<file path="config.mk">
export PLATFORM = sky130hd
export DESIGN_NAME = mem_sched
export DESIGN_NICKNAME = d
export VERILOG_FILES = /design/src/rtl/mem_sched_pkg.sv /design/src/rtl/mem_sched.sv
export SDC_FILE = /design/constraint.sdc
export NUM_CORES = 1
export LEC_CHECK = 0
export BUFFER_PORTS_ARGS = -buffer_cell sky130_fd_sc_hd__buf_4
export CORE_MARGIN = 4
export CORE_UTILIZATION = 40
export CTS_BUF_LIST = sky130_fd_sc_hd__clkbuf_16
export DETAILED_ROUTE_END_ITERATION = 10
export PLACE_DENSITY = 0.79
export SLEW_MARGIN = 10
export SYNTH_ARGS = -nofsm -noshare
export SYNTH_HDL_FRONTEND = slang
export SYNTH_SLANG_ARGS = --single-unit
</file>
<file path="constraint.sdc">
create_clock -name clk -period 1.8 [get_ports clk]
set_clock_uncertainty 0.15 [all_clocks]
set_input_delay 0.18 -clock clk [delete_from_list [all_inputs] [get_ports clk]]
set_output_delay 0.18 -clock clk [all_outputs]
set_load 0.05 [all_outputs]
</file>
<file path="src/rtl/mem_sched_pkg.sv">
// Shared state encodings, stall vectors and bus types for the memory-port scheduler.
package mem_sched_pkg;

  typedef enum logic [2:0] {
    SCHED_IDLE,
    SCHED_IF_BUSY,
    SCHED_LS_BUSY,
    SCHED_IF_DRAIN,
    SCHED_GAP
  } sched_state_e;

  typedef logic [5:0]  stall_bus_t;
  typedef logic [31:0] inst_bus_t;
  typedef logic [31:0] mem_addr_bus_t;

  localparam int BURST_W = 3;
  typedef logic [BURST_W-1:0] burst_cnt_t;

  localparam stall_bus_t STALL_LS = 6'b011111;
  localparam stall_bus_t STALL_IF = 6'b000011;

  function automatic burst_cnt_t burst_inc(burst_cnt_t cnt, burst_cnt_t max);
    return (cnt >= max) ? max : cnt + burst_cnt_t'(1);
  endfunction

endpackage

</file>
<file path="src/rtl/mem_sched.sv">
// Arbitrates the shared byte-serial memory port between instruction fetch and
// load/store, enforces the done-clear gap, drops stale fetches and drives stall.
module mem_sched
  import mem_sched_pkg::*;
#(
  parameter int LS_BURST_MAX = 4
) (
  input  logic        clk,
  input  logic        rst,
  input  logic        if_req_i,
  input  logic [31:0] if_pc_i,
  input  logic        ls_req_i,
  input  logic        flush_i,
  input  logic        if_mem_ctrl_done,
  input  logic        load_store_mem_ctrl_done,
  input  logic [31:0] if_rdata_i,
  output logic        if_request,
  output logic        load_store_request,
  output logic        if_cancel,
  output logic        if_inst_valid_o,
  output logic [31:0] if_inst_o,
  output logic        ls_ack_o,
  output logic [5:0]  stall,
  output logic [31:0] if_raddr
);

  localparam burst_cnt_t BURST_MAX = burst_cnt_t'(LS_BURST_MAX);

  sched_state_e state_q, state_d;
  burst_cnt_t   burst_q, burst_d;
  inst_bus_t    inst_q, inst_d;
  logic         if_request_q, if_request_d;
  logic         ls_request_q, ls_request_d;
  logic         cancel_q, cancel_d;
  logic         valid_q, valid_d;
  logic         ack_q, ack_d;
  stall_bus_t   stall_c;

  always_comb begin
    state_d  = state_q;
    burst_d  = burst_q;
    inst_d   = inst_q;
    cancel_d = 1'b0;
    valid_d  = 1'b0;
    ack_d    = 1'b0;
    unique case (state_q)
      SCHED_IDLE: begin
        // LS has priority until it has starved a waiting fetch BURST_MAX times.
        if (ls_req_i && !(burst_q == BURST_MAX && if_req_i)) begin
          state_d = SCHED_LS_BUSY;
          burst_d = if_req_i ? burst_inc(burst_q, BURST_MAX) : '0;
        end else if (if_req_i) begin
          state_d = SCHED_IF_BUSY;
          burst_d = '0;
        end
      end
      SCHED_IF_BUSY: begin
        if (if_mem_ctrl_done) begin
          state_d = SCHED_GAP;
          if (!flush_i) begin
            valid_d = 1'b1;
            inst_d  = if_rdata_i;
          end
        end else if (flush_i) begin
          state_d  = SCHED_IF_DRAIN;
          cancel_d = 1'b1;
        end
      end
      SCHED_LS_BUSY: begin
        if (load_store_mem_ctrl_done) begin
          state_d = SCHED_GAP;
          ack_d   = 1'b1;
        end
      end
      // mem_ctrl finishes the byte sequence regardless, so keep requesting.
      SCHED_IF_DRAIN: begin
        if (if_mem_ctrl_done) state_d = SCHED_GAP;
      end
      SCHED_GAP: begin
        if (!if_mem_ctrl_done && !load_store_mem_ctrl_done) state_d = SCHED_IDLE;
      end
      default: state_d = SCHED_IDLE;
    endcase
    if_request_d = (state_d == SCHED_IF_BUSY) || (state_d == SCHED_IF_DRAIN);
    ls_request_d = (state_d == SCHED_LS_BUSY);
  end

  always_ff @(posedge clk) begin
    if (rst) begin
      state_q      <= SCHED_IDLE;
      burst_q      <= '0;
      inst_q       <= '0;
      if_request_q <= 1'b0;
      ls_request_q <= 1'b0;
      cancel_q     <= 1'b0;
      valid_q      <= 1'b0;
      ack_q        <= 1'b0;
    end else begin
      state_q      <= state_d;
      burst_q      <= burst_d;
      inst_q       <= inst_d;
      if_request_q <= if_request_d;
      ls_request_q <= ls_request_d;
      cancel_q     <= cancel_d;
      valid_q      <= valid_d;
      ack_q        <= ack_d;
    end
  end

  // A completion pulse releases the stall in the same cycle it is presented.
  always_comb begin
    stall_c = '0;
    if (ls_req_i && !ack_q)                      stall_c = STALL_LS;
    else if ((if_req_i || if_request_q) && !valid_q) stall_c = STALL_IF;
  end

  assign if_request         = if_request_q;
  assign load_store_request = ls_request_q;
  assign if_cancel          = cancel_q;
  assign if_inst_valid_o    = valid_q;
  assign if_inst_o          = inst_q;
  assign ls_ack_o           = ack_q;
  assign stall              = stall_c;
  assign if_raddr           = if_pc_i;

endmodule
</file>
==> results.py, run 1 <==
metrics = {
    "power_and_ir_drop": {
        "total_power_mw": 2.15,
        "ir_drop_v": 0.000480,
        "pwr-share-clk_pct": 37.2,
        "leakage_nw": 1.06,
        "p_switching_uw": 545,
        "cellInternalPower_mw": 1.60,
        "powerDensity_nw_per_um2": 844,
        "combPwrFrac_pct": 16.6,
        "switching_share_pct": 25.4,
        "seqPwrFrac_pct": 46.1,
    },
    "final_layout": {
        "drive_above_1_share_pct": 34.8,
        "num-fill-cells": 458,
        "regArea_sq_um": 861,
        "area_growth_pct": 27.1,
        "antenna_cells": 0,
        "fin_nets": 353,
        "fin_util_pct": 53.2,
        "design_area_sq_um": 2550,
        "finalNonFillerCells": 346,
        "multiInputGateArea_sq_um": 796,
    },
    "synth": {
        "synth-edff-count": 0,
        "syn_nets": 315,
        "synth_area_leader_cell": "dfxtp_1",
        "syn_area_sq_um": 2000,
        "synth_common_cells": "dfxtp_1, buf_4, a21oi_1, nand3_1, o21ai_0",
        "yosysTopAreaCellShare_pct": 43.0,
        "seq_area_frac_synth_pct": 43.0,
        "synthTopCellsByArea": "dfxtp_1, buf_4, a21oi_1, nand3_1, o21ai_0",
        "ys_types": 32,
        "syn-instance-count": 242,
        "synthFlopType": "dfxtp_1",
        "avgSynthCellArea_sq_um": 8.28,
        "ys_ff_latch": 43,
        "yosysMostFrequentCell": "dfxtp_1",
        "async_flop_share_pct": 0,
        "ys_warn_count": 0,
    },
    "worst_setup_path": {
        "critPathBufInv": 1,
        "slowest_delay_ps": 450,
        "crit_fanout": 21,
        "slowest_stage": "dfxtp_1",
        "worstPathCellList": "nand3b_2 -> buf_12 -> o21ai_0 -> a21oi_1",
        "arrival_ps": 1530,
        "required_ps": 1790,
        "path_class": "reg -> reg",
        "critPathTopFamily": "flip-flops",
        "end_kind": "register",
        "critPathLaunchType": "register",
    },
    "floorplan": {
        "io_pins": 146,
        "row_count": 25,
        "fp.dieW_um": 78.8,
        "die_h_um": 78.8,
        "die_area_sq_um": 6200,
        "design.core.area_sq_um": 4790,
        "initial_core_util_pct": 41.9,
    },
    "cts": {
        "cts_buffers": 5,
        "post-cts-setup-buffers": 0,
        "cts_sinks": 43,
        "htree_levels": 2,
        "clockBufferDepth": 2,
        "cts_tree": "built",
        "worstSkewPairLatency_ps": 270,
        "cts-resized-gates": 0,
        "cts_hold_buf": 0,
        "clock-root-buffer": "clkbuf_16",
        "clk_pin_slew_ps": 50,
    },
    "timing": {
        "hold-worst-slack_ps": 15.1,
        "rsz0062_at_grt": "no",
        "max_freq_mhz": 651,
        "hold_viol": 0,
        "tns_ps": 0,
        "drv_slew": 0,
        "period_minus_slack_ps": 1540,
        "min_period_over_period_pct": 85.3,
        "final.setup.worst_slack_ps": 264,
        "setup_violations": 0,
    },
    "global_routing": {
        "grt_first_pass_wirelength_um": 7880,
        "grt_pass1_vias": 1731,
        "antenna_found_initial": 0,
        "grt_usage_pct": 15.7,
        "grt_max_degree": 42,
        "gr-total-overflow": 0,
    },
    "routing": {
        "wl_um": 4870,
        "via_per_inst": 5.18,
        "final_antenna_net_count": 0,
        "routed-via-count": 1791,
        "drt_iter0_drc": 70,
        "drc": 0,
        "routedWlPerCell_um": 14.1,
        "drt_pre_antenna_iters": 4,
    },
    "flow_run": {
        "max-cap-violations": 0,
    },
    "worst_hold_path": {
        "hp-class": "in -> reg",
    },
    "run_status": {
        "status": "completed",
    },
    "placed_design": {
        "finalWeightedCongestion": 0.756,
        "hpwlAfterDp_um": 3490,
        "place_area_sq_um": 2420,
        "placed_cells": 340,
        "io_buffers": 80,
        "post-place-ws_ps": 256,
    },
}
-- kinds of logic (layout without fill, tap and decap cells) --
logic type / after synthesis / after routing / synth area share, %
AO/OA/AOI/OAI: 76 / 76 / 20.1
adder cells (fa/ha/maj): 2 / 2 / 1.25
buffers and inverters: 59 / 96 / 18.4
flip-flops: 43 / 43 / 43.0
other: 1 / 1 / 0.187
AND/OR/NAND/NOR: 61 / 61 / 17.1
-- final cells by class --
class / count / share of cell area, %
clock buffer: 5 / 4.91
clock inverter: 1 / 0.147
inverter: 3 / 0.442
multi-input combinational: 140 / 31.3
sequential: 43 / 33.8
tap: 67 / 3.29
timing repair buffer: 87 / 26.1
-- power by group through the flow --
stage	sequential, mW	clock [mW]	combinational (mW)
after global placement	1.01	0	0.356
after floorplan	1.06	0	0.367
after CTS	0.991	0.830	0.360
after global routing	0.995	0.871	0.387
after detailed placement	1.01	0	0.359
final	0.991	0.800	0.358
-- final timing paths --
check                                           startpoint                         end  slack [ps]  cells past startpoint
worst max-delay path                 state_q[0]$_SDFF_PP0_   if_inst_o[7]$_SDFFE_PP0P_         260                      4
worst min-delay path                        if_rdata_i[17]  if_inst_o[17]$_SDFFE_PP0P_          20                      3
worst max register to register       state_q[0]$_SDFF_PP0_   if_inst_o[7]$_SDFFE_PP0P_         260                      4
worst min register to register  if_inst_o[25]$_SDFFE_PP0P_  if_inst_o[25]$_SDFFE_PP0P_         320                      2
-- flip-flops by register name, summed over array words and instances, names as in the netlist --
register	cells
if_inst_o	32
burst_q	3
state_q	3
if_cancel	1
if_inst_valid_o	1
if_request	1
load_store_request	1
ls_ack_o	1
-- cell usage in the layout, fill, tap and decap left out --
| cell type | netlist | final |
|---|---|---|
| a21bo_2 | 1 | 1 |
| a21oi_1 | 35 | 35 |
| a222oi_1 | 1 | 1 |
| a311oi_1 | 1 | 1 |
| a31oi_1 | 1 | 1 |
| and3_1 | 1 | 1 |
| and3b_1 | 4 | 4 |
| and4b_1 | 1 | 1 |
| buf_12 | 0 | 1 |
| buf_4 | 36 | 86 |
| clkbuf_16 | 0 | 5 |
| conb_1 | 1 | 1 |
| dfxtp_1 | 43 | 43 |
| ha_1 | 2 | 2 |
| inv_1 | 3 | 4 |
| nand3_1 | 35 | 35 |
| nand3b_1 | 1 | 1 |
| nand3b_2 | 1 | 1 |
| nand4b_1 | 1 | 1 |
| nor2_1 | 5 | 4 |
| nor2_2 | 0 | 1 |
| nor2b_1 | 4 | 3 |
| nor2b_4 | 0 | 1 |
| nor3_1 | 5 | 5 |
| nor3b_1 | 1 | 1 |
| o211ai_1 | 1 | 1 |
| o21ai_0 | 32 | 32 |
| o21ai_1 | 2 | 2 |
| o21bai_4 | 0 | 1 |
| o31ai_1 | 1 | 1 |
| or2_1 | 1 | 1 |
| or3_1 | 1 | 1 |
-- worst register-to-register path: stages (launching register included) --
cell      delay [ps]
dfxtp_1          450
nand3b_2         300
buf_12           260
o21ai_0          160
a21oi_1           90
-- per-layer routing --
metal / part of all wire, % / global-route usage, % / vias up / routed length (um)
li1: - / - / 884 / -
met1: 42 / 18.5 / 825 / 2040
met2: 48 / 26.7 / 66 / 2320
met3: 8.9 / 5.33 / 16 / 431
met4: 1.4 / 5.42 / 0 / 68
met5: 0 / 0 / - / 0
Note: power is estimated with default switching activity, not from simulation.
==> run 2: changes to the inputs <==
--- a/config.mk
+++ b/config.mk
@@ -5,12 +5,11 @@
 export SDC_FILE = /design/constraint.sdc
 export NUM_CORES = 1
 export LEC_CHECK = 0
-export BUFFER_PORTS_ARGS = -buffer_cell sky130_fd_sc_hd__buf_4
+export BUFFER_PORTS_ARGS = -buffer_cell sky130_fd_sc_hd__buf_2
 export CORE_MARGIN = 4
-export CORE_UTILIZATION = 40
+export CORE_UTILIZATION = 23
 export CTS_BUF_LIST = sky130_fd_sc_hd__clkbuf_16
 export DETAILED_ROUTE_END_ITERATION = 10
-export PLACE_DENSITY = 0.79
 export SLEW_MARGIN = 10
 export SYNTH_ARGS = -nofsm -noshare
 export SYNTH_HDL_FRONTEND = slang
==> constraint.sdc (replaced) <==
create_clock -name clk -period 1.85 [get_ports clk]
set_clock_uncertainty 0.15 [all_clocks]
set_input_delay 0.185 -clock clk [delete_from_list [all_inputs] [get_ports clk]]
set_output_delay 0.185 -clock clk [all_outputs]
set_load 0.05 [all_outputs]
==> results.py, run 2 (synthesized netlist as in run 1, its figures left out) <==
metrics = {
    "run_status": {
        "status": "completed",
    },
    "placed_design": {
        "finalWeightedCongestion": 0.714,
        "place_area_sq_um": 2270,
        "io_buffers": 80,
        "placed_cells": 381,
        "post-place-ws_ps": 328,
        "hpwlAfterDp_um": 4010,
    },
    "worst_setup_path": {
        "path_class": "reg -> reg",
        "slowest_delay_ps": 350,
        "worstPathCellList": "inv_1 -> ha_1 -> a21bo_2 -> a31oi_1 -> and3b_1",
        "ff2ff_path_depth": 5,
        "slowest_stage": "dfxtp_1",
        "end_kind": "register",
        "arrival_ps": 1600,
        "required_ps": 1920,
        "crit_fanout": 3,
        "critPathLaunchType": "register",
    },
    "timing": {
        "rsz0062_at_grt": "no",
        "hold-worst-slack_ps": 4.19,
        "min_period_over_period_pct": 82.7,
        "period_minus_slack_ps": 1530,
        "setup_violations": 0,
        "final.setup.worst_slack_ps": 321,
        "tns_ps": 0,
        "max_freq_mhz": 654,
        "hold_viol": 0,
        "drv_slew": 0,
    },
    "final_layout": {
        "design_area_sq_um": 2430,
        "antenna_cells": 0,
        "largest_reg_flops": 32,
        "fin_nets": 358,
        "drive_above_1_share_pct": 35.0,
        "fin_util_pct": 29.1,
        "num-fill-cells": 938,
        "area_growth_pct": 21.4,
        "finalNonFillerCells": 391,
        "final_cell_mix": "buf_2, dfxtp_1, nand3_1, a21oi_1, o21ai_0",
        "layout_commonest_cell": "buf_2",
        "multiInputGateArea_sq_um": 796,
        "regArea_sq_um": 861,
    },
    "cts": {
        "cts_tree": "built",
        "htree_levels": 2,
        "clockBufferDepth": 2,
        "cts_sinks": 43,
        "post-cts-setup-buffers": 0,
        "worstSkewPairLatency_ps": 280,
        "cts_buffers": 5,
        "cts-resized-gates": 0,
        "clk_pin_slew_ps": 60,
        "clock-root-buffer": "clkbuf_16",
    },
    "power_and_ir_drop": {
        "seqPwrFrac_pct": 45.9,
        "pwr-share-clk_pct": 38.9,
        "leakage_nw": 1.05,
        "combPwrFrac_pct": 15.2,
        "ir_drop_v": 0.000334,
        "switching_share_pct": 27.1,
        "cellInternalPower_mw": 1.54,
        "total_power_mw": 2.11,
        "p_switching_uw": 570,
        "powerDensity_nw_per_um2": 867,
    },
    "flow_run": {
        "max-cap-violations": 0,
    },
    "routing": {
        "drt_pre_antenna_iters": 4,
        "routed-via-count": 1814,
        "routedWlPerCell_um": 14.1,
        "final_antenna_net_count": 0,
        "via_per_inst": 4.64,
        "wl_um": 5520,
        "drc": 0,
        "drt_iter0_drc": 107,
    },
    "floorplan": {
        "io_pins": 146,
        "fp.dieW_um": 101,
        "die_area_sq_um": 10300,
        "row_count": 33,
        "initial_core_util_pct": 24.0,
        "die_h_um": 101,
        "design.core.area_sq_um": 8340,
    },
    "worst_hold_path": {
        "whs_path_depth": 3,
        "hp-class": "in -> reg",
    },
    "global_routing": {
        "grt_first_pass_wirelength_um": 8780,
        "antenna_found_initial": 0,
        "gr-total-overflow": 0,
        "grt_usage_pct": 10.6,
        "grt_max_degree": 27,
        "grt_pass1_vias": 1771,
    },
}
## run 2: final cells by class
cell class              instances  area share, %
flip-flops and latches         43           35.4
multi-input cells             140           32.7
repair buffers                 92           20.4
well taps                     105           5.40
clock buffers                   5           5.15
clock inverters                 3          0.463
inverters                       3          0.463
## run 2: routing by layer
layer  share of wire, %  GRT usage (%)
met5                  0              0
met1                 43           14.3
met3                9.4           3.44
met2                 46           16.2
met4               0.83           2.97
## run 2: final timing paths
kind / start / slack (ps) / to
setup / recovery: burst_q[0]$_SDFFE_PP0P_ / 320 / load_store_request$_SDFF_PP0_
hold / removal: if_rdata_i[29] / 4 / if_inst_o[29]$_SDFFE_PP0P_
setup reg to reg: burst_q[0]$_SDFFE_PP0P_ / 320 / load_store_request$_SDFF_PP0_
hold reg to reg: if_inst_o[5]$_SDFFE_PP0P_ / 320 / if_inst_o[5]$_SDFFE_PP0P_
## run 2: power groups by stage
stage	Combinational [mW]	Sequential, mW	Clock [mW]
after global placement	0.319	0.986	0
after floorplan	0.357	1.03	0
after detailed placement	0.320	0.987	0
after global routing	0.351	0.970	0.895
after CTS	0.325	0.967	0.855
final	0.320	0.967	0.821
## run 2: what timing repair did
action	4_1_cts	5_1_grt
hold buffers	2	0
endpoints found under the setup margin	0	0
endpoints found under the hold margin	2	0
## run 2: worst max-delay path, delay by kind of cell, from the launching register on
kind	cells	cell delay (ps)
buffers and inverters	1	60
flip-flops	1	350
adder cells (fa/ha/maj)	1	210
AND/OR/NAND/NOR	1	210
AO/OA/AOI/OAI	2	490
==> run 3: changes to the inputs <==
==> constraint.sdc (replaced) <==
create_clock -name clk -period 1.6 [get_ports clk]
set_clock_uncertainty 0.15 [all_clocks]
set_input_delay 0.16 -clock clk [delete_from_list [all_inputs] [get_ports clk]]
set_output_delay 0.16 -clock clk [all_outputs]
set_load 0.05 [all_outputs]
==> results.py, run 3 (synthesized netlist as in run 1, its figures left out) <==
metrics = {
    "timing": {
        "tns_ps": 0,
        "min_period_over_period_pct": 95.5,
        "period_minus_slack_ps": 1530,
        "drv_slew": 0,
        "max_freq_mhz": 655,
        "setup_violations": 0,
        "final.setup.worst_slack_ps": 72.6,
        "hold_viol": 0,
        "rsz0062_at_grt": "no",
    },
    "final_layout": {
        "area_growth_pct": 36.0,
        "fin_nets": 387,
        "design_area_sq_um": 2730,
        "drive_above_1_share_pct": 32.8,
        "final_cell_mix": "buf_2, dfxtp_1, nand3_1, a21oi_1, o21ai_0",
        "layout_commonest_cell": "buf_2",
        "antenna_cells": 0,
        "num-fill-cells": 889,
        "largest_reg_flops": 32,
    },
    "run_status": {
        "status": "completed",
    },
    "cts": {
        "cts_tree": "built",
        "cts_buffers": 5,
        "post-cts-setup-buffers": 0,
        "clock-root-buffer": "clkbuf_16",
        "htree_levels": 2,
        "clockBufferDepth": 2,
        "cts_sinks": 43,
        "worstSkewPairLatency_ps": 280,
        "clk_pin_slew_ps": 60,
    },
    "routing": {
        "drt_iter0_drc": 82,
        "routedWlPerCell_um": 13.6,
        "routed-via-count": 1943,
        "drt_pre_antenna_iters": 5,
        "final_antenna_net_count": 0,
        "via_per_inst": 4.64,
        "drc": 0,
        "wl_um": 5700,
    },
    "placed_design": {
        "hpwlAfterDp_um": 3970,
        "finalWeightedCongestion": 0.826,
        "post-place-ws_ps": 118,
        "io_buffers": 80,
        "place_area_sq_um": 2280,
    },
    "global_routing": {
        "antenna_found_initial": 0,
        "gr-total-overflow": 0,
        "grt_max_degree": 34,
        "grt_pass1_vias": 1873,
        "grt_usage_pct": 10.9,
        "grt_first_pass_wirelength_um": 9100,
    },
    "power_and_ir_drop": {
        "ir_drop_v": 0.000355,
        "powerDensity_nw_per_um2": 916,
        "leakage_nw": 1.17,
    },
    "floorplan": {
        "initial_core_util_pct": 24.0,
        "row_count": 33,
        "design.core.area_sq_um": 8340,
        "io_pins": 146,
        "die_h_um": 101,
        "die_area_sq_um": 10300,
        "fp.dieW_um": 101,
    },
    "worst_setup_path": {
        "arrival_ps": 1550,
        "crit_fanout": 8,
        "critPathLaunchType": "register",
        "end_kind": "register",
        "required_ps": 1620,
        "path_class": "reg -> reg",
    },
    "flow_run": {
        "max-cap-violations": 0,
    },
    "worst_hold_path": {
        "hp-class": "in -> reg",
    },
}
run 3: changes by cell type in the layout (fill, tap and decap cells not counted), sizes merged:
cell and change:
inv -1, dlygate4sd3 +29
run 3: layout make-up:
class / count / area [sq um] / area share [%]
sequential: 43 / 863 / 31.7
multi-input combinational: 140 / 796 / 29.2
timing repair buffer: 121 / 790 / 29.0
tap: 105 / 131 / 4.82
clock buffer: 5 / 125 / 4.59
inverter: 3 / 11.3 / 0.413
clock inverter: 2 / 8.76 / 0.321
run 3: stage by stage:
| step | cells | power, mW | hold slack [ps] | utilization (%) |
|---|---|---|---|---|
| after floorplan | 242 | 1.61 | 156 | - |
| after global placement | 381 | 1.51 | 170 | 27.3 |
| after detailed placement | 381 | 1.51 | 170 | 27.3 |
| after CTS | 419 | 2.54 | 2.57 | 32.6 |
| after global routing | 419 | 2.61 | 29.5 | 32.7 |
| final | 419 | 2.50 | 2.83 | 32.7 |
run 3: report_power, final:
part           internal (mW)  switching [mW]  leakage (nW)
Sequential              1.10          0.0192         0.349
Clock                  0.561           0.387        0.0671
Combinational          0.168           0.265         0.753
Total                   1.83           0.672          1.17
run 3: final timing paths:
path / startpoint / endpoint / slack [ps] / cells past startpoint
setup reg to reg: state_q[0]$_SDFF_PP0_ / load_store_request$_SDFF_PP0_ / 70 / 3
hold / removal: if_rdata_i[3] / if_inst_o[3]$_SDFFE_PP0P_ / 3 / 3
hold reg to reg: if_inst_o[16]$_SDFFE_PP0P_ / if_inst_o[16]$_SDFFE_PP0P_ / 320 / 2
setup / recovery: state_q[0]$_SDFF_PP0_ / load_store_request$_SDFF_PP0_ / 70 / 3
run 3: metal layers:
layer | up-vias | track usage (%) | routed length, um
li1 | 959 | - | -
met1 | 884 | 13.6 | 2400
met2 | 90 | 18.2 | 2750
met3 | 10 | 2.89 | 450
met4 | 0 | 3.78 | 99
met5 | - | 0 | 0
run 3: timing repair:
action,4_1_cts,5_1_grt
endpoints found under the setup margin,0,1
endpoints found under the hold margin,31,0
resized for setup,0,1
hold buffers,31,0
run 3: worst max-delay path: stages, from the launching register on:
cell and delay, ps:
dfxtp_1 480, nor2b_1 140, a222oi_1 430, and3b_1 230
